$ cat config.mk
export PLATFORM = sky130hd
export DESIGN_NAME = act_seq_ctrl_q15
export DESIGN_NICKNAME = d
export VERILOG_FILES = /design/src/rtl/act_seq_ctrl_q15.sv
export SDC_FILE = /design/constraint.sdc
export NUM_CORES = 1
export LEC_CHECK = 0
export ABC_AREA = 1
export CORE_MARGIN = 2
export CORE_UTILIZATION = 33
export DETAILED_ROUTE_END_ITERATION = 12
export PLACE_DENSITY = 0.54
export SYNTH_ARGS = -nofsm -noshare
export SYNTH_HDL_FRONTEND = slang
export SYNTH_SLANG_ARGS = --single-unit
$ cat constraint.sdc
create_clock -name clk -period 2.86 [get_ports clk]
set_input_delay 0.572 -clock clk [delete_from_list [all_inputs] [get_ports clk]]
set_output_delay 0.572 -clock clk [all_outputs]
set_load 0.1 [all_outputs]
$ cat src/rtl/act_seq_ctrl_q15.sv
// Q1.15 activation sequencer: streams N_ELEM feature words through a shared
// sigmoid-approx / pass-through datapath into a result buffer, counting saturated inputs.
module act_seq_ctrl_q15 #(
  parameter int unsigned N_ELEM = 9,
  parameter int unsigned ADDR_W = 4
) (
  input  logic                     clk,
  input  logic                     rst,
  input  logic                     start,
  input  logic                     act_sel,
  input  logic [ADDR_W-1:0]        rd_base,
  input  logic [ADDR_W-1:0]        wr_base,
  output logic                     busy,
  output logic                     done,
  output logic                     rd_en,
  output logic [ADDR_W-1:0]        rd_addr,
  input  logic signed [15:0]       rd_data,
  output logic                     wr_en,
  output logic [ADDR_W-1:0]        wr_addr,
  output logic signed [15:0]       wr_data,
  output logic [ADDR_W-1:0]        sat_cnt
);

  localparam int unsigned CNT_W = $clog2(N_ELEM + 1);

  typedef enum logic [1:0] {S_IDLE, S_READ, S_DRAIN, S_DONE} state_t;

  state_t              r_state,   w_state_nxt;
  logic                r_busy,    w_busy_nxt;
  logic                r_done,    w_done_nxt;
  logic                r_rd_en,   w_rd_en_nxt;
  logic [ADDR_W-1:0]   r_rd_addr, w_rd_addr_nxt;
  logic                r_rd_vld,  w_rd_vld_nxt;
  logic                r_wr_en,   w_wr_en_nxt;
  logic [ADDR_W-1:0]   r_wr_addr, w_wr_addr_nxt;
  logic signed [15:0]  r_wr_data, w_wr_data_nxt;
  logic [ADDR_W-1:0]   r_sat_cnt, w_sat_cnt_nxt;
  logic [ADDR_W-1:0]   r_wr_base, w_wr_base_nxt;
  logic                r_act_sel, w_act_sel_nxt;
  logic [CNT_W-1:0]    r_rd_cnt,  w_rd_cnt_nxt;
  logic [CNT_W-1:0]    r_wr_cnt,  w_wr_cnt_nxt;

  logic                w_sat_lo;
  logic                w_sat_hi;
  logic signed [15:0]  w_half;
  logic signed [15:0]  w_sig;
  logic signed [15:0]  w_act;

  // Shared activation datapath on the registered read data
  always_comb begin
    w_sat_lo = (rd_data <= 16'shC000);
    w_sat_hi = (rd_data >= 16'sh4000);
    w_half   = rd_data >>> 1;
    if (w_sat_lo)      w_sig = 16'sh2000;
    else if (w_sat_hi) w_sig = 16'sh6000;
    else               w_sig = 16'sh4000 + w_half;
    w_act = r_act_sel ? rd_data : w_sig;
  end

  always_ff @(posedge clk) begin
    if (rst) begin
      r_state   <= S_IDLE;
      r_busy    <= 1'b0;
      r_done    <= 1'b0;
      r_rd_en   <= 1'b0;
      r_rd_addr <= '0;
      r_rd_vld  <= 1'b0;
      r_wr_en   <= 1'b0;
      r_wr_addr <= '0;
      r_wr_data <= '0;
      r_sat_cnt <= '0;
      r_wr_base <= '0;
      r_act_sel <= 1'b0;
      r_rd_cnt  <= '0;
      r_wr_cnt  <= '0;
    end else begin
      r_state   <= w_state_nxt;
      r_busy    <= w_busy_nxt;
      r_done    <= w_done_nxt;
      r_rd_en   <= w_rd_en_nxt;
      r_rd_addr <= w_rd_addr_nxt;
      r_rd_vld  <= w_rd_vld_nxt;
      r_wr_en   <= w_wr_en_nxt;
      r_wr_addr <= w_wr_addr_nxt;
      r_wr_data <= w_wr_data_nxt;
      r_sat_cnt <= w_sat_cnt_nxt;
      r_wr_base <= w_wr_base_nxt;
      r_act_sel <= w_act_sel_nxt;
      r_rd_cnt  <= w_rd_cnt_nxt;
      r_wr_cnt  <= w_wr_cnt_nxt;
    end
  end

  always_comb begin
    w_state_nxt   = r_state;
    w_busy_nxt    = r_busy;
    w_done_nxt    = 1'b0;
    w_rd_en_nxt   = 1'b0;
    w_rd_addr_nxt = r_rd_addr;
    w_rd_vld_nxt  = r_rd_en;
    w_wr_en_nxt   = 1'b0;
    w_wr_addr_nxt = r_wr_addr;
    w_wr_data_nxt = r_wr_data;
    w_sat_cnt_nxt = r_sat_cnt;
    w_wr_base_nxt = r_wr_base;
    w_act_sel_nxt = r_act_sel;
    w_rd_cnt_nxt  = r_rd_cnt;
    w_wr_cnt_nxt  = r_wr_cnt;

    // Write stage: one result per valid read word, one cycle after the data arrives
    if (r_rd_vld) begin
      w_wr_en_nxt   = 1'b1;
      w_wr_addr_nxt = r_wr_base + ADDR_W'(r_wr_cnt);
      w_wr_data_nxt = w_act;
      w_wr_cnt_nxt  = r_wr_cnt + CNT_W'(1);
      w_sat_cnt_nxt = r_sat_cnt + ADDR_W'(w_sat_lo | w_sat_hi);
    end

    case (r_state)
      S_IDLE, S_DONE: begin
        if (start) begin
          w_state_nxt   = S_READ;
          w_busy_nxt    = 1'b1;
          w_rd_en_nxt   = 1'b1;
          w_rd_addr_nxt = rd_base;
          w_rd_cnt_nxt  = CNT_W'(1);
          w_wr_cnt_nxt  = '0;
          w_sat_cnt_nxt = '0;
          w_wr_base_nxt = wr_base;
          w_act_sel_nxt = act_sel;
        end else if (r_state == S_DONE) begin
          w_state_nxt = S_IDLE;
        end
      end
      S_READ: begin
        if (r_rd_cnt == CNT_W'(N_ELEM)) begin
          w_state_nxt = S_DRAIN;
        end else begin
          w_rd_en_nxt   = 1'b1;
          w_rd_addr_nxt = r_rd_addr + ADDR_W'(1);
          w_rd_cnt_nxt  = r_rd_cnt + CNT_W'(1);
        end
      end
      S_DRAIN: begin
        if (r_wr_en && (r_wr_cnt == CNT_W'(N_ELEM))) begin
          w_state_nxt = S_DONE;
          w_done_nxt  = 1'b1;
          w_busy_nxt  = 1'b0;
        end
      end
      default: w_state_nxt = S_IDLE;
    endcase
  end

  assign busy    = r_busy;
  assign done    = r_done;
  assign rd_en   = r_rd_en;
  assign rd_addr = r_rd_addr;
  assign wr_en   = r_wr_en;
  assign wr_addr = r_wr_addr;
  assign wr_data = r_wr_data;
  assign sat_cnt = r_sat_cnt;

endmodule

## After elaboration in Yosys (flattened, before gate mapping)

Cells that the tools add are included.

- Register bits: 48
- Output and inout port bits: 32

- Add/sub/neg operators: 6
- $lt $le $gt $ge: 2
- Equal/unequal tests: 10
- Mux-type cells: 28
- Bitwise logic cells: 2
- Reductions and logical operators: 10

Operators by type and width:

| cell | count |
|---|---|
| two-way mux 16 bit | 3 |
| two-way mux 4 bit | 10 |
| adder 16 x 15 -> 16 bit (first input constant) | 1 |
| greater-or-equal comparator 16 bit (second input constant) | 1 |
| less-or-equal comparator 16 x 15 -> 1 bit (second input constant) | 1 |
| one-hot mux 4 bit (2 select lines) | 2 |
| adder 4 x 1 -> 4 bit (second input constant) | 3 |
| AND reduction 3 bit | 3 |
| equality test 4 bit (second input constant) | 2 |
| two-way mux 2 bit | 4 |
| != test 2 bit (second input constant) | 4 |
| two-way mux 1 bit | 6 |
| one-hot mux 2 bit (3 select lines) | 1 |
| adder 4 x 1 -> 4 bit | 1 |
| adder 4 bit | 1 |
| equality test 2 bit (second input constant) | 2 |
| one-hot mux 1 bit (2 select lines) | 2 |
| nonzero test 2 bit | 2 |
| OR reduction 2 bit | 2 |
| != test 3 bit (second input constant) | 1 |
| equality test 2 x 1 -> 1 bit (second input constant) | 1 |
| zero test 2 bit | 1 |
| AND reduction 2 bit | 1 |
| logical AND 1 bit | 1 |
| 2 further kinds | 2 |

## Longest topological paths before layout

Gate-level depths: netlist of the first run.

- Word-level depth: 6
- Depth in mapped cells: 10
- Gate-level depth less buffers: 9

## Least setup slack after synthesis of the first run

OpenSTA, ideal clock, no wires.

- Kind: in2reg
- Start: input port rd_data[10]
- End: register r_sat_cnt[2] (netlist: sat_cnt[2])
- Arrival time: 1.646 ns
- Required time: 2.736 ns
- Setup slack: 1.089 ns
- Stages on the path: 10
- Path through: nor2_1 nand3_1 nor2_1 nand2_2 buf_6 nand2_1 ha_1 ha_1 nand3_1 nor3b_1

- Word-level cells in the longest chain between the ends: 6

Ends and longest elaborated chain:

| what | RTL line | text |
|---|---|---|
| start, declared | 17 | `input logic signed [15:0] rd_data,` |
| less-or-equal comparator 16 x 15 -> 1 bit / greater-or-equal comparator 16 bit (equally long branches) | 51, 52 |  |
| bitwise OR 1 bit (*) | 116 | `w_sat_cnt_nxt = r_sat_cnt + ADDR_W'(w_sat_lo \| w_sat_hi);` |
| adder 4 x 1 -> 4 bit (*) | 116 |  |
| two-way mux 4 bit (*) | 111 | `if (r_rd_vld) begin` |
| two-way mux 4 bit | 121 | `if (start) begin` |
| two-way mux 4 bit (*) | 119 | `case (r_state)` |
| end signal, assigned | 86 | `r_sat_cnt <= w_sat_cnt_nxt;` |
| end, declared | 37 | `logic [ADDR_W-1:0] r_sat_cnt, w_sat_cnt_nxt;` |

Mark *: on every way between the ends. The rest lies on a longest branch, timed or not.
A chain may end at the register's enable or synchronous reset.

## Worst setup path in the final report of the first run

- Start: input port rd_data[14]
- End: register r_sat_cnt[2] (netlist: sat_cnt[2])

Same word-level chain as after synthesis.

==> impl_metrics.xml, run 1 <==
<?xml version="1.0" encoding="UTF-8"?>
<metrics>
  <group name="sta">
    <metric name="final.setup.tns" unit="ns">0</metric>
    <metric name="achievable-frequency" unit="MHz">440</metric>
    <metric name="hold_violations" unit="">0</metric>
    <metric name="rsz_0062_raised_after_global_routing" unit="">false</metric>
    <metric name="slew_viol_final" unit="">0</metric>
    <metric name="fin_crit" unit="ns">2.27</metric>
    <metric name="final-setup-viol-count" unit="">0</metric>
    <metric name="finClkSkew" unit="ns">0.00430</metric>
    <metric name="post-route-period-util" unit="">0.794</metric>
    <metric name="worst_pin_slew" unit="ns">0.720</metric>
    <metric name="fin_ws" unit="ns">0.589</metric>
    <metric name="worst_slew_margin_rel" unit="">0.519</metric>
  </group>
  <group name="global_routing">
    <metric name="grt_max_degree" unit="">25</metric>
    <metric name="antenna_violations_before_repair" unit="">0</metric>
    <metric name="grt_ovf" unit="">0</metric>
    <metric name="groute.usage.overall" unit="">0.147</metric>
    <metric name="grt_first_pass_wirelength" unit="um">9840</metric>
    <metric name="grt_pass1_vias" unit="">2038</metric>
  </group>
  <group name="floorplanning">
    <metric name="floorplan.rows" unit="">31</metric>
    <metric name="num_io_pins" unit="">60</metric>
    <metric name="die_w" unit="um">90.3</metric>
    <metric name="floorplan.die.height" unit="um">90.3</metric>
    <metric name="die_area" unit="um^2">8150</metric>
    <metric name="core-area" unit="um^2">7210</metric>
    <metric name="starting_density_of_the_core" unit="">0.341</metric>
  </group>
  <group name="synthesis">
    <metric name="ys_seq_area_frac" unit="">0.391</metric>
    <metric name="synth_largest_area_cell" unit="">sky130_fd_sc_hd__dfxtp_1</metric>
    <metric name="synth_edf_count" unit="">0</metric>
    <metric name="yosys.cell_types.count" unit="">31</metric>
    <metric name="avg_inst_size_synth" unit="um^2">7.40</metric>
    <metric name="yosysWarningCount" unit="">0</metric>
    <metric name="postSynthNetCount" unit="">374</metric>
    <metric name="synth-seq-cells" unit="">48</metric>
    <metric name="post_synth_instance_area" unit="um^2">2460</metric>
    <metric name="leading_register_cell_type_out_of_synthesis" unit="">sky130_fd_sc_hd__dfxtp_1</metric>
    <metric name="largest_cells_by_area_after_synthesis" unit="">sky130_fd_sc_hd__dfxtp_1, sky130_fd_sc_hd__nand2_1, sky130_fd_sc_hd__ha_1</metric>
    <metric name="synthMostInstantiatedCell" unit="">sky130_fd_sc_hd__nand2_1</metric>
    <metric name="synth-async-reset-ratio" unit="">0</metric>
    <metric name="synth_commonest_cells" unit="">sky130_fd_sc_hd__nand2_1, sky130_fd_sc_hd__dfxtp_1, sky130_fd_sc_hd__inv_1, sky130_fd_sc_hd__nor2_1</metric>
    <metric name="yosys.area.top_type_share" unit="">0.391</metric>
    <metric name="syn-instance-count" unit="">332</metric>
  </group>
  <group name="cells_and_area">
    <metric name="areaGrowthSynthToFinish" unit="%">27.3</metric>
    <metric name="antennaDiodeCount" unit="">0</metric>
    <metric name="finalNonFillerCells" unit="">489</metric>
    <metric name="final_util" unit="">0.434</metric>
    <metric name="design.final.nets" unit="">431</metric>
    <metric name="post_route_cells_drive_above_1_share" unit="">0.167</metric>
    <metric name="layout.cell_area.non_filler" unit="um^2">3130</metric>
  </group>
  <group name="route">
    <metric name="detailroute.via_count" unit="">2308</metric>
    <metric name="routed_wire_length_per_instance" unit="um">12.2</metric>
    <metric name="drt-total-wl" unit="um">5980</metric>
    <metric name="route.detailed.drc" unit="">0</metric>
    <metric name="detailedRoute.firstIterationViolations" unit="">156</metric>
    <metric name="via_density_per_instance" unit="">4.72</metric>
    <metric name="route.antenna.remaining_nets" unit="">0</metric>
    <metric name="first_pass_iters" unit="">4</metric>
  </group>
  <group name="cts">
    <metric name="insertion_delay_to_the_later_sink_of_the_worst_skew_pair" unit="ns">0.30</metric>
    <metric name="cts.reportedPaths.clkPinSlew" unit="ns">0.09</metric>
    <metric name="cts.sink_count" unit="">48</metric>
    <metric name="cts_htree_levels" unit="">2</metric>
    <metric name="cts.repair_timing.setup_buffer_count" unit="">0</metric>
    <metric name="cts_tree" unit="">done</metric>
    <metric name="cts_resized" unit="">0</metric>
    <metric name="cts-root-to-sink-buffers" unit="">2</metric>
    <metric name="cts_hold_buffers" unit="">0</metric>
    <metric name="ctsRootBufferMaster" unit="">sky130_fd_sc_hd__clkbuf_8</metric>
    <metric name="cts_made_buffers" unit="">5</metric>
  </group>
  <group name="power">
    <metric name="vdd_ir_drop_max" unit="uV">286</metric>
    <metric name="power_density" unit="nW/um^2">844</metric>
    <metric name="power.static_leakage" unit="nW">1.42</metric>
  </group>
  <group name="critical_path">
    <metric name="start_kind" unit="">primary input</metric>
    <metric name="crit_path_max_fanout" unit="">14</metric>
    <metric name="timing.critical_path.required" unit="ns">3.05</metric>
    <metric name="critPathMostFrequentCell" unit="">sky130_fd_sc_hd__ha_1</metric>
    <metric name="timing.critical_path.to_type" unit="">register</metric>
    <metric name="timing.critical_path.arrival" unit="ns">2.46</metric>
    <metric name="number_of_cells_on_the_worst_reg_to_reg_path" unit="">5</metric>
    <metric name="worst_path_dominant_cell_family" unit="">XOR/XNOR gates</metric>
    <metric name="count_of_buffer_and_inverter_cells_on_the_critical_path" unit="">1</metric>
    <metric name="crit_path_max_incr_delay" unit="ns">0.60</metric>
    <metric name="crit_path_top_delay_cell" unit="">sky130_fd_sc_hd__xnor2_2</metric>
    <metric name="crit_type" unit="">in2reg</metric>
    <metric name="worstSetupPathDepth" unit="">7</metric>
    <metric name="timing.critical_path.cells" unit="">clkdlybuf4s50_1, xnor2_2, nand2_1, ha_1, ha_1, a21oi_1, nor3b_1</metric>
  </group>
  <group name="place">
    <metric name="routabilityCongestion" unit="">0.793</metric>
    <metric name="post-place-cells" unit="">481</metric>
    <metric name="port_buffers" unit="">59</metric>
    <metric name="placement.setup.worst_slack" unit="ns">0.297</metric>
    <metric name="dp.final_hpwl" unit="um">4270</metric>
    <metric name="dpl_cell_area" unit="um^2">3040</metric>
  </group>
  <group name="min_path">
    <metric name="hold_path_class" unit="">reg2reg</metric>
    <metric name="hold_depth" unit="">2</metric>
  </group>
  <group name="flow_run">
    <metric name="drv_cap" unit="">0</metric>
  </group>
  <group name="outcome">
    <metric name="status" unit="">complete, no violations</metric>
  </group>
</metrics>
layer usage:
layer  vias up  GRT usage  part of all wire
li1       1203          -                 -
met3         8     0.0317             0.054
met5         -          0                 0
met4         0     0.0462             0.012
met2        65      0.224              0.45
met1      1032      0.209              0.48
worst min-delay path, delay by kind of cell, from the launching register on:
| kind | cells | cell delay (ns) |
|---|---|---|
| buffers and inverters | 1 | 0.05 |
| flip-flops | 1 | 0.34 |
| AND/OR/NAND/NOR | 1 | 0.03 |
logic make-up after synthesis:
logic type | Yosys count | synth area share
AND/OR/NAND/NOR | 171 | 0.314
flip-flops | 48 | 0.391
AO/OA/AOI/OAI | 47 | 0.108
buffers and inverters | 45 | 0.0845
adder cells (fa/ha/maj) | 14 | 0.0743
XOR/XNOR | 7 | 0.0280
flip-flops by register name, indices dropped and copies added, names as in the netlist, 2 cells and up:
name / count
r_wr_cnt: 4
r_state: 2
wr_data: 16
sat_cnt: 4
r_rd_cnt: 4
wr_addr: 4
r_wr_base: 4
rd_addr: 4
where the power goes:
part | leakage, nW | total (W) | switching, W | internal (W)
clock network | 0.0510 | 0.000430 | 0.000237 | 0.000194
registers | 0.391 | 0.000919 | 0.000132 | 0.000787
logic | 0.974 | 0.00129 | 0.000945 | 0.000348
total | 1.42 | 0.00264 | 0.00131 | 0.00133
per-stage QoR:
| step | hold slack [ns] | power (W) |
|---|---|---|
| 2_1_floorplan | 0.461 | 0.00194 |
| 3_3_place_gp | 0.443 | 0.00223 |
| 3_5_place_dp | 0.441 | 0.00224 |
| 4_1_cts | 0.456 | 0.00267 |
| 5_1_grt | 0.465 | 0.00281 |
| 6_report | 0.444 | 0.00264 |
worst paths after layout:
check                                  from          to  slack (ns)
worst max-delay path            rd_data[14]  sat_cnt[2]        0.59
worst min register to register        rd_en    r_rd_vld        0.44
worst max register to register     r_rd_vld  wr_data[5]        1.12
worst min-delay path                  rd_en    r_rd_vld        0.44
placed cells by master, fill, tap and decap left out, types with 3 or more instances in the layout:
cell type	n
sky130_fd_sc_hd__nor3_1	3
sky130_fd_sc_hd__xnor2_1	3
sky130_fd_sc_hd__clkbuf_8	6
sky130_fd_sc_hd__a21oi_2	6
sky130_fd_sc_hd__nand2_1	93
sky130_fd_sc_hd__nor2_1	24
sky130_fd_sc_hd__inv_2	4
sky130_fd_sc_hd__a21oi_1	16
sky130_fd_sc_hd__inv_1	27
sky130_fd_sc_hd__xor2_1	3
sky130_fd_sc_hd__dfxtp_1	48
sky130_fd_sc_hd__buf_4	36
sky130_fd_sc_hd__o21ai_0	22
sky130_fd_sc_hd__ha_1	13
sky130_fd_sc_hd__clkdlybuf4s50_1	27
sky130_fd_sc_hd__nand3_1	22
sky130_fd_sc_hd__nand4_1	20
layout make-up:
class	count	area, um^2
multi-input cells	239	1290
flip-flops and latches	48	961
clock inverters	2	10.0
clock buffers	6	82.6
repair buffers	63	541
well taps	99	124
fillers	759	4090
inverters	32	123
Note: power is estimated with default switching activity, not from simulation.
==> inputs of run 2 (changes only) <==
- clock period: 2.86 -> 2.2 ns (I/O delays scaled with it)
==> run 2 against run 1 <==
Against the previous run:
- non-clock buffer count rose by 2
- combinational power rose by 30%
- cell count rose by 0.41%
- clock-buffer cell count rose by 1
- clock power rose by 63%
- via count fell by 0.30%
- first-iteration DRC count fell by 46%
- design area rose by 1.6%
- highest routed layer unchanged
- largest cell class unchanged
- wire length fell by 0.33%
==> impl_metrics.xml, run 2 (same netlist as run 1, synthesis figures left out) <==
<?xml version="1.0" encoding="UTF-8"?>
<metrics>
  <group name="outcome">
    <metric name="status" unit="">complete, no violations</metric>
  </group>
  <group name="floorplanning">
    <metric name="num_io_pins" unit="">60</metric>
    <metric name="floorplan.rows" unit="">31</metric>
    <metric name="die_area" unit="um^2">8150</metric>
    <metric name="floorplan.die.height" unit="um">90.3</metric>
    <metric name="starting_density_of_the_core" unit="">0.341</metric>
    <metric name="die_w" unit="um">90.3</metric>
    <metric name="core-area" unit="um^2">7210</metric>
  </group>
  <group name="cts">
    <metric name="cts_hold_buffers" unit="">0</metric>
    <metric name="cts.repair_timing.setup_buffer_count" unit="">0</metric>
    <metric name="ctsRootBufferMaster" unit="">sky130_fd_sc_hd__clkbuf_8</metric>
    <metric name="cts.sink_count" unit="">48</metric>
    <metric name="cts_made_buffers" unit="">5</metric>
    <metric name="cts-root-to-sink-buffers" unit="">2</metric>
    <metric name="cts_htree_levels" unit="">2</metric>
    <metric name="insertion_delay_to_the_later_sink_of_the_worst_skew_pair" unit="ns">0.30</metric>
    <metric name="cts_resized" unit="">0</metric>
    <metric name="cts_tree" unit="">done</metric>
    <metric name="cts.reportedPaths.clkPinSlew" unit="ns">0.09</metric>
  </group>
  <group name="critical_path">
    <metric name="start_kind" unit="">primary input</metric>
    <metric name="timing.critical_path.arrival" unit="ns">1.98</metric>
    <metric name="timing.critical_path.to_type" unit="">register</metric>
    <metric name="crit_path_max_fanout" unit="">4</metric>
    <metric name="timing.critical_path.required" unit="ns">2.38</metric>
    <metric name="crit_type" unit="">in2reg</metric>
    <metric name="critPathMostFrequentCell" unit="">sky130_fd_sc_hd__ha_1</metric>
    <metric name="crit_path_max_incr_delay" unit="ns">0.60</metric>
    <metric name="timing.critical_path.cells" unit="">clkdlybuf4s50_1, nand4_1, nor2_2, nand2_2, nand2_1, ha_1, ha_1, nand3_1, nor3b_1</metric>
    <metric name="crit_path_top_delay_cell" unit="">sky130_fd_sc_hd__clkdlybuf4s50_1</metric>
  </group>
  <group name="sta">
    <metric name="fin_crit" unit="ns">1.79</metric>
    <metric name="achievable-frequency" unit="MHz">558</metric>
    <metric name="worst_pin_slew" unit="ns">0.493</metric>
    <metric name="rsz_0062_raised_after_global_routing" unit="">false</metric>
    <metric name="finClkSkew" unit="ns">0.00435</metric>
    <metric name="hold_violations" unit="">0</metric>
    <metric name="final-setup-viol-count" unit="">0</metric>
    <metric name="final.setup.tns" unit="ns">0</metric>
    <metric name="post-route-period-util" unit="">0.815</metric>
    <metric name="worst_slew_margin_rel" unit="">0.671</metric>
    <metric name="fin_worst_hold_slack" unit="ns">0.450</metric>
    <metric name="slew_viol_final" unit="">0</metric>
  </group>
  <group name="cells_and_area">
    <metric name="post_route_cells_drive_above_1_share" unit="">0.171</metric>
    <metric name="final_util" unit="">0.441</metric>
    <metric name="layout.cell_area.non_filler" unit="um^2">3180</metric>
    <metric name="layout.cells.most_common" unit="">sky130_fd_sc_hd__nand2_1</metric>
    <metric name="antennaDiodeCount" unit="">0</metric>
    <metric name="design.final.nets" unit="">433</metric>
    <metric name="largest_register_ff_count" unit="">16</metric>
    <metric name="final_cell_mix" unit="">sky130_fd_sc_hd__nand2_1, sky130_fd_sc_hd__dfxtp_1, sky130_fd_sc_hd__buf_4, sky130_fd_sc_hd__inv_1, sky130_fd_sc_hd__clkdlybuf4s50_1</metric>
    <metric name="fillers" unit="">756</metric>
    <metric name="areaGrowthSynthToFinish" unit="%">29.3</metric>
  </group>
  <group name="route">
    <metric name="route.antenna.remaining_nets" unit="">0</metric>
    <metric name="detailedRoute.firstIterationViolations" unit="">85</metric>
    <metric name="routed_wire_length_per_instance" unit="um">12.1</metric>
    <metric name="drt-total-wl" unit="um">5960</metric>
    <metric name="via_density_per_instance" unit="">4.69</metric>
    <metric name="route.detailed.drc" unit="">0</metric>
    <metric name="detailroute.via_count" unit="">2301</metric>
    <metric name="first_pass_iters" unit="">4</metric>
  </group>
  <group name="power">
    <metric name="internal_power" unit="W">0.00188</metric>
    <metric name="switching_share" unit="">0.473</metric>
    <metric name="net-switching-power" unit="W">0.00169</metric>
    <metric name="power_density" unit="nW/um^2">1120</metric>
    <metric name="vdd_ir_drop_max" unit="uV">447</metric>
    <metric name="power.share.combinational" unit="">0.471</metric>
    <metric name="clock_power_share" unit="">0.197</metric>
    <metric name="power.static_leakage" unit="nW">1.44</metric>
    <metric name="power_frac_seq" unit="">0.332</metric>
  </group>
  <group name="global_routing">
    <metric name="groute.usage.overall" unit="">0.150</metric>
    <metric name="antenna_violations_before_repair" unit="">0</metric>
    <metric name="grt_ovf" unit="">0</metric>
    <metric name="grt_pass1_vias" unit="">2132</metric>
    <metric name="grt_max_degree" unit="">21</metric>
    <metric name="grt_first_pass_wirelength" unit="um">10100</metric>
  </group>
  <group name="min_path">
    <metric name="hold_path_class" unit="">reg2reg</metric>
  </group>
  <group name="place">
    <metric name="dpl_cell_area" unit="um^2">3050</metric>
    <metric name="routabilityCongestion" unit="">0.785</metric>
    <metric name="port_buffers" unit="">59</metric>
    <metric name="dp.final_hpwl" unit="um">4350</metric>
  </group>
  <group name="flow_run">
    <metric name="drv_cap" unit="">0</metric>
  </group>
</metrics>
[run 2: cell count changes in the layout (fill, tap and decap cells not counted), sizes merged]
cell    change
buf         +2
bufinv      +1
clkbuf      +1
clkinv      -2
[run 2: through the flow]
step / total power [W] / std cells / worst slack [ns]
after detailed placement: 0.00290 / 483 / 0.0715
after global routing: 0.00379 / 491 / 0.259
after global placement: 0.00290 / 483 / 0.122
after floorplan: 0.00252 / 332 / 0.447
after CTS: 0.00361 / 491 / 0.395
final: 0.00357 / 491 / 0.408
[run 2: cell type report]
cell class              instances  area [um^2]  share of cell area
multi-input cells             239         1290               0.406
repair buffers                 65          556               0.175
clock buffers                   7         96.3              0.0303
inverters                      32          123              0.0386
clock inverters                 1         30.0             0.00945
flip-flops and latches         48          961               0.302
well taps                      99          124              0.0390
[run 2: final timing paths]
| check | cells past startpoint | startpoint | endpoint | slack [ns] |
|---|---|---|---|---|
| hold / removal | 2 | rd_en | r_rd_vld | 0.45 |
| hold reg to reg | 2 | rd_en | r_rd_vld | 0.45 |
| setup reg to reg | 8 | r_state[0] | r_rd_cnt[3] | 0.68 |
| setup / recovery | 9 | rd_data[15] | sat_cnt[2] | 0.41 |
[run 2: metal layers]
layer / vias to the layer above / wire length [um] / global-route usage
met1: 1020 / 2860 / 0.200
met5: - / 0 / 0
met3: 6 / 314 / 0.0317
met4: 0 / 71 / 0.0667
li1: 1211 / - / -
met2: 64 / 2710 / 0.234
[run 2: critical path: cells and delay by family]
kind / cells / cell delay [ns]
adder cells (fa/ha/maj): 2 / 0.34
buffers and inverters: 1 / 0.60
AND/OR/NAND/NOR: 6 / 0.60
[run 2: power by group through the flow]
stage / logic, W / clock network (W) / registers, W
after global routing: 0.00182 / 0.000759 / 0.00121
after floorplan: 0.000729 / 0 / 0.00179
after CTS: 0.00170 / 0.000725 / 0.00119
final: 0.00168 / 0.000701 / 0.00118
after global placement: 0.00170 / 0 / 0.00121
after detailed placement: 0.00170 / 0 / 0.00121
==> inputs of run 3 (changes only) <==
- clock period: 2.2 -> 1.8 ns (I/O delays scaled with it)
==> run 3 against run 2 <==
Against the previous run:
- first-iteration DRC count shrank 16%
- wire length is 5.3% higher
- total power is 29% higher
- critical path type unchanged
- clock skew grew 0.0055 ns
==> impl_metrics.xml, run 3 (same netlist as run 1, synthesis figures left out) <==
<?xml version="1.0" encoding="UTF-8"?>
<metrics>
  <group name="global_routing">
    <metric name="grt_ovf" unit="">0</metric>
    <metric name="grt_max_degree" unit="">21</metric>
    <metric name="antenna_violations_before_repair" unit="">0</metric>
    <metric name="grt_pass1_vias" unit="">2250</metric>
    <metric name="groute.usage.overall" unit="">0.158</metric>
    <metric name="grt_first_pass_wirelength" unit="um">10700</metric>
  </group>
  <group name="critical_path">
    <metric name="crit_path_max_incr_delay" unit="ns">0.55</metric>
    <metric name="crit_path_top_delay_cell" unit="">sky130_fd_sc_hd__clkdlybuf4s50_1</metric>
    <metric name="timing.critical_path.cells" unit="">clkdlybuf4s50_1, nand4_1, nor2_2, nand2_2, nand2_1, ha_1, ha_1, nand3_1, nor3b_1</metric>
    <metric name="startpoint_of_the_worst_slack_reg_to_reg_timing_path" unit="">r_state[0]</metric>
    <metric name="timing.critical_path.to_type" unit="">register</metric>
    <metric name="worstSetupPathDepth" unit="">9</metric>
    <metric name="critPathCapture" unit="">sat_cnt[2]</metric>
    <metric name="critPathMostFrequentCell" unit="">sky130_fd_sc_hd__ha_1</metric>
    <metric name="worst_path_dominant_cell_family" unit="">simple AND/OR/NAND/NOR gates</metric>
    <metric name="crit_path_max_fanout" unit="">3</metric>
    <metric name="crit_type" unit="">in2reg</metric>
    <metric name="regToRegEndpoint" unit="">rd_addr[0]</metric>
    <metric name="number_of_cells_on_the_worst_reg_to_reg_path" unit="">8</metric>
    <metric name="setup.reg_to_reg.worst_slack" unit="ns">0.26</metric>
    <metric name="count_of_buffer_and_inverter_cells_on_the_critical_path" unit="">1</metric>
    <metric name="start_kind" unit="">primary input</metric>
    <metric name="timing.critical_path.required" unit="ns">1.99</metric>
    <metric name="timing.critical_path.arrival" unit="ns">1.86</metric>
    <metric name="startpoint" unit="">rd_data[14]</metric>
  </group>
  <group name="sta">
    <metric name="hold_violations" unit="">0</metric>
    <metric name="worst_pin_slew" unit="ns">0.380</metric>
    <metric name="achievable-frequency" unit="MHz">598</metric>
    <metric name="post-route-period-util" unit="">0.928</metric>
    <metric name="worst_slew_margin_rel" unit="">0.746</metric>
    <metric name="finClkSkew" unit="ns">0.00990</metric>
    <metric name="slew_viol_final" unit="">0</metric>
    <metric name="rsz_0062_raised_after_global_routing" unit="">false</metric>
    <metric name="fin_crit" unit="ns">1.67</metric>
    <metric name="final-setup-viol-count" unit="">0</metric>
    <metric name="fin_worst_hold_slack" unit="ns">0.482</metric>
  </group>
  <group name="cts">
    <metric name="insertion_delay_to_the_later_sink_of_the_worst_skew_pair" unit="ns">0.31</metric>
    <metric name="cts.sink_count" unit="">48</metric>
    <metric name="ctsRootBufferMaster" unit="">sky130_fd_sc_hd__clkbuf_8</metric>
    <metric name="cts.repair_timing.setup_buffer_count" unit="">0</metric>
    <metric name="cts_hold_buffers" unit="">0</metric>
    <metric name="cts_tree" unit="">done</metric>
    <metric name="cts_made_buffers" unit="">5</metric>
    <metric name="cts_resized" unit="">0</metric>
    <metric name="cts.reportedPaths.clkPinSlew" unit="ns">0.09</metric>
    <metric name="cts_htree_levels" unit="">2</metric>
    <metric name="cts-root-to-sink-buffers" unit="">2</metric>
  </group>
  <group name="route">
    <metric name="m1WireLength" unit="um">3010</metric>
    <metric name="routed_wire_length_per_instance" unit="um">12.4</metric>
    <metric name="route.detailed.drc" unit="">0</metric>
    <metric name="detailroute.via_count" unit="">2351</metric>
    <metric name="wl_met3" unit="um">237</metric>
    <metric name="first_pass_iters" unit="">4</metric>
    <metric name="via_density_per_instance" unit="">4.65</metric>
    <metric name="drt-total-wl" unit="um">6270</metric>
    <metric name="dr.max_layer_used" unit="">met4</metric>
    <metric name="route.antenna.remaining_nets" unit="">0</metric>
    <metric name="wl_met2" unit="um">2930</metric>
    <metric name="detailedRoute.firstIterationViolations" unit="">71</metric>
  </group>
  <group name="floorplanning">
    <metric name="die_w" unit="um">90.3</metric>
    <metric name="core-area" unit="um^2">7210</metric>
    <metric name="starting_density_of_the_core" unit="">0.341</metric>
    <metric name="floorplan.die.height" unit="um">90.3</metric>
    <metric name="num_io_pins" unit="">60</metric>
    <metric name="floorplan.rows" unit="">31</metric>
    <metric name="die_area" unit="um^2">8150</metric>
  </group>
  <group name="power">
    <metric name="power_density" unit="nW/um^2">1260</metric>
    <metric name="totalPowerFinal" unit="W">0.00459</metric>
    <metric name="internal_power" unit="W">0.00243</metric>
    <metric name="clock_power_share" unit="">0.151</metric>
    <metric name="vdd_ir_drop_max" unit="uV">478</metric>
    <metric name="power_frac_seq" unit="">0.325</metric>
    <metric name="net-switching-power" unit="W">0.00216</metric>
    <metric name="switching_share" unit="">0.470</metric>
    <metric name="power.static_leakage" unit="nW">1.59</metric>
    <metric name="power.share.combinational" unit="">0.524</metric>
  </group>
  <group name="cells_and_area">
    <metric name="multi_input_comb_area" unit="um^2">1290</metric>
    <metric name="antennaDiodeCount" unit="">0</metric>
    <metric name="post_route_cells_drive_above_1_share" unit="">0.197</metric>
    <metric name="areaGrowthSynthToFinish" unit="%">48.7</metric>
    <metric name="largest_register_ff_count" unit="">16</metric>
    <metric name="final-seq-area" unit="um^2">961</metric>
    <metric name="finalNonFillerCells" unit="">506</metric>
    <metric name="final_cell_mix" unit="">sky130_fd_sc_hd__nand2_1, sky130_fd_sc_hd__dfxtp_1, sky130_fd_sc_hd__buf_12, sky130_fd_sc_hd__inv_1, sky130_fd_sc_hd__clkdlybuf4s50_1</metric>
    <metric name="layout.cells.most_common" unit="">sky130_fd_sc_hd__nand2_1</metric>
    <metric name="fillers" unit="">732</metric>
    <metric name="design.final.nets" unit="">448</metric>
    <metric name="final_util" unit="">0.507</metric>
  </group>
  <group name="place">
    <metric name="dp.final_hpwl" unit="um">4590</metric>
    <metric name="port_buffers" unit="">59</metric>
    <metric name="post-place-cells" unit="">498</metric>
    <metric name="routabilityCongestion" unit="">0.770</metric>
  </group>
  <group name="outcome">
    <metric name="status" unit="">complete, no violations</metric>
  </group>
  <group name="min_path">
    <metric name="hold_path_class" unit="">reg2reg</metric>
  </group>
  <group name="flow_run">
    <metric name="drv_cap" unit="">0</metric>
  </group>
</metrics>
[run 3: worst min path at each step]
stage,startpoint,end,slack (ns),cells after the start
finish,rd_en,r_rd_vld,0.48,2
global route,rd_en,r_rd_vld,0.53,2
CTS,rd_en,r_rd_vld,0.49,2
detailed placement,rd_en,r_rd_vld,0.49,2
global placement,rd_en,r_rd_vld,0.47,2
floorplan,rst,rd_addr[3],0.42,1
[run 3: layout make-up]
type                            count  area share
Timing Repair Buffer               80       0.292
Clock buffer                        8      0.0246
Sequential cell                    48       0.263
Multi-Input combinational cell    239       0.353
Inverter                           32      0.0336
Tap cell                           99      0.0339
[run 3: worst register-to-register path: cells and delay by family, from the launching register on]
kind,cells,cell delay [ns]
buffers and inverters,3,0.30
flip-flops,1,0.39
adder cells (fa/ha/maj),1,0.35
AO/OA/AOI/OAI,1,0.11
AND/OR/NAND/NOR,3,0.33
[run 3: power by group through the flow]
stage / Sequential [W] / Clock (W) / Combinational [W]
finish: 0.00149 / 0.000693 / 0.00241
floorplan: 0.00219 / 0 / 0.000891
global placement: 0.00151 / 0 / 0.00240
global route: 0.00152 / 0.000739 / 0.00261
CTS: 0.00150 / 0.000705 / 0.00243
detailed placement: 0.00152 / 0 / 0.00242
[run 3: per-layer routing]
| metal | vias to the layer above | global-route usage |
|---|---|---|
| met4 | 0 | 0.0564 |
| met5 | - | 0 |
| met2 | 51 | 0.258 |
| met3 | 9 | 0.0267 |
| li1 | 1230 | - |
| met1 | 1061 | 0.212 |
[run 3: stage by stage]
step / worst slack (ns) / setup TNS (ns) / area [um^2]
final: 0.129 / 0 / 3650
after global routing: 0.0121 / 0 / 3650
after detailed placement: -0.179 / -0.472 / 3560
after CTS: 0.139 / 0 / 3650
after global placement: -0.136 / -0.376 / 3560
after floorplan: 0.0467 / 0 / 2460
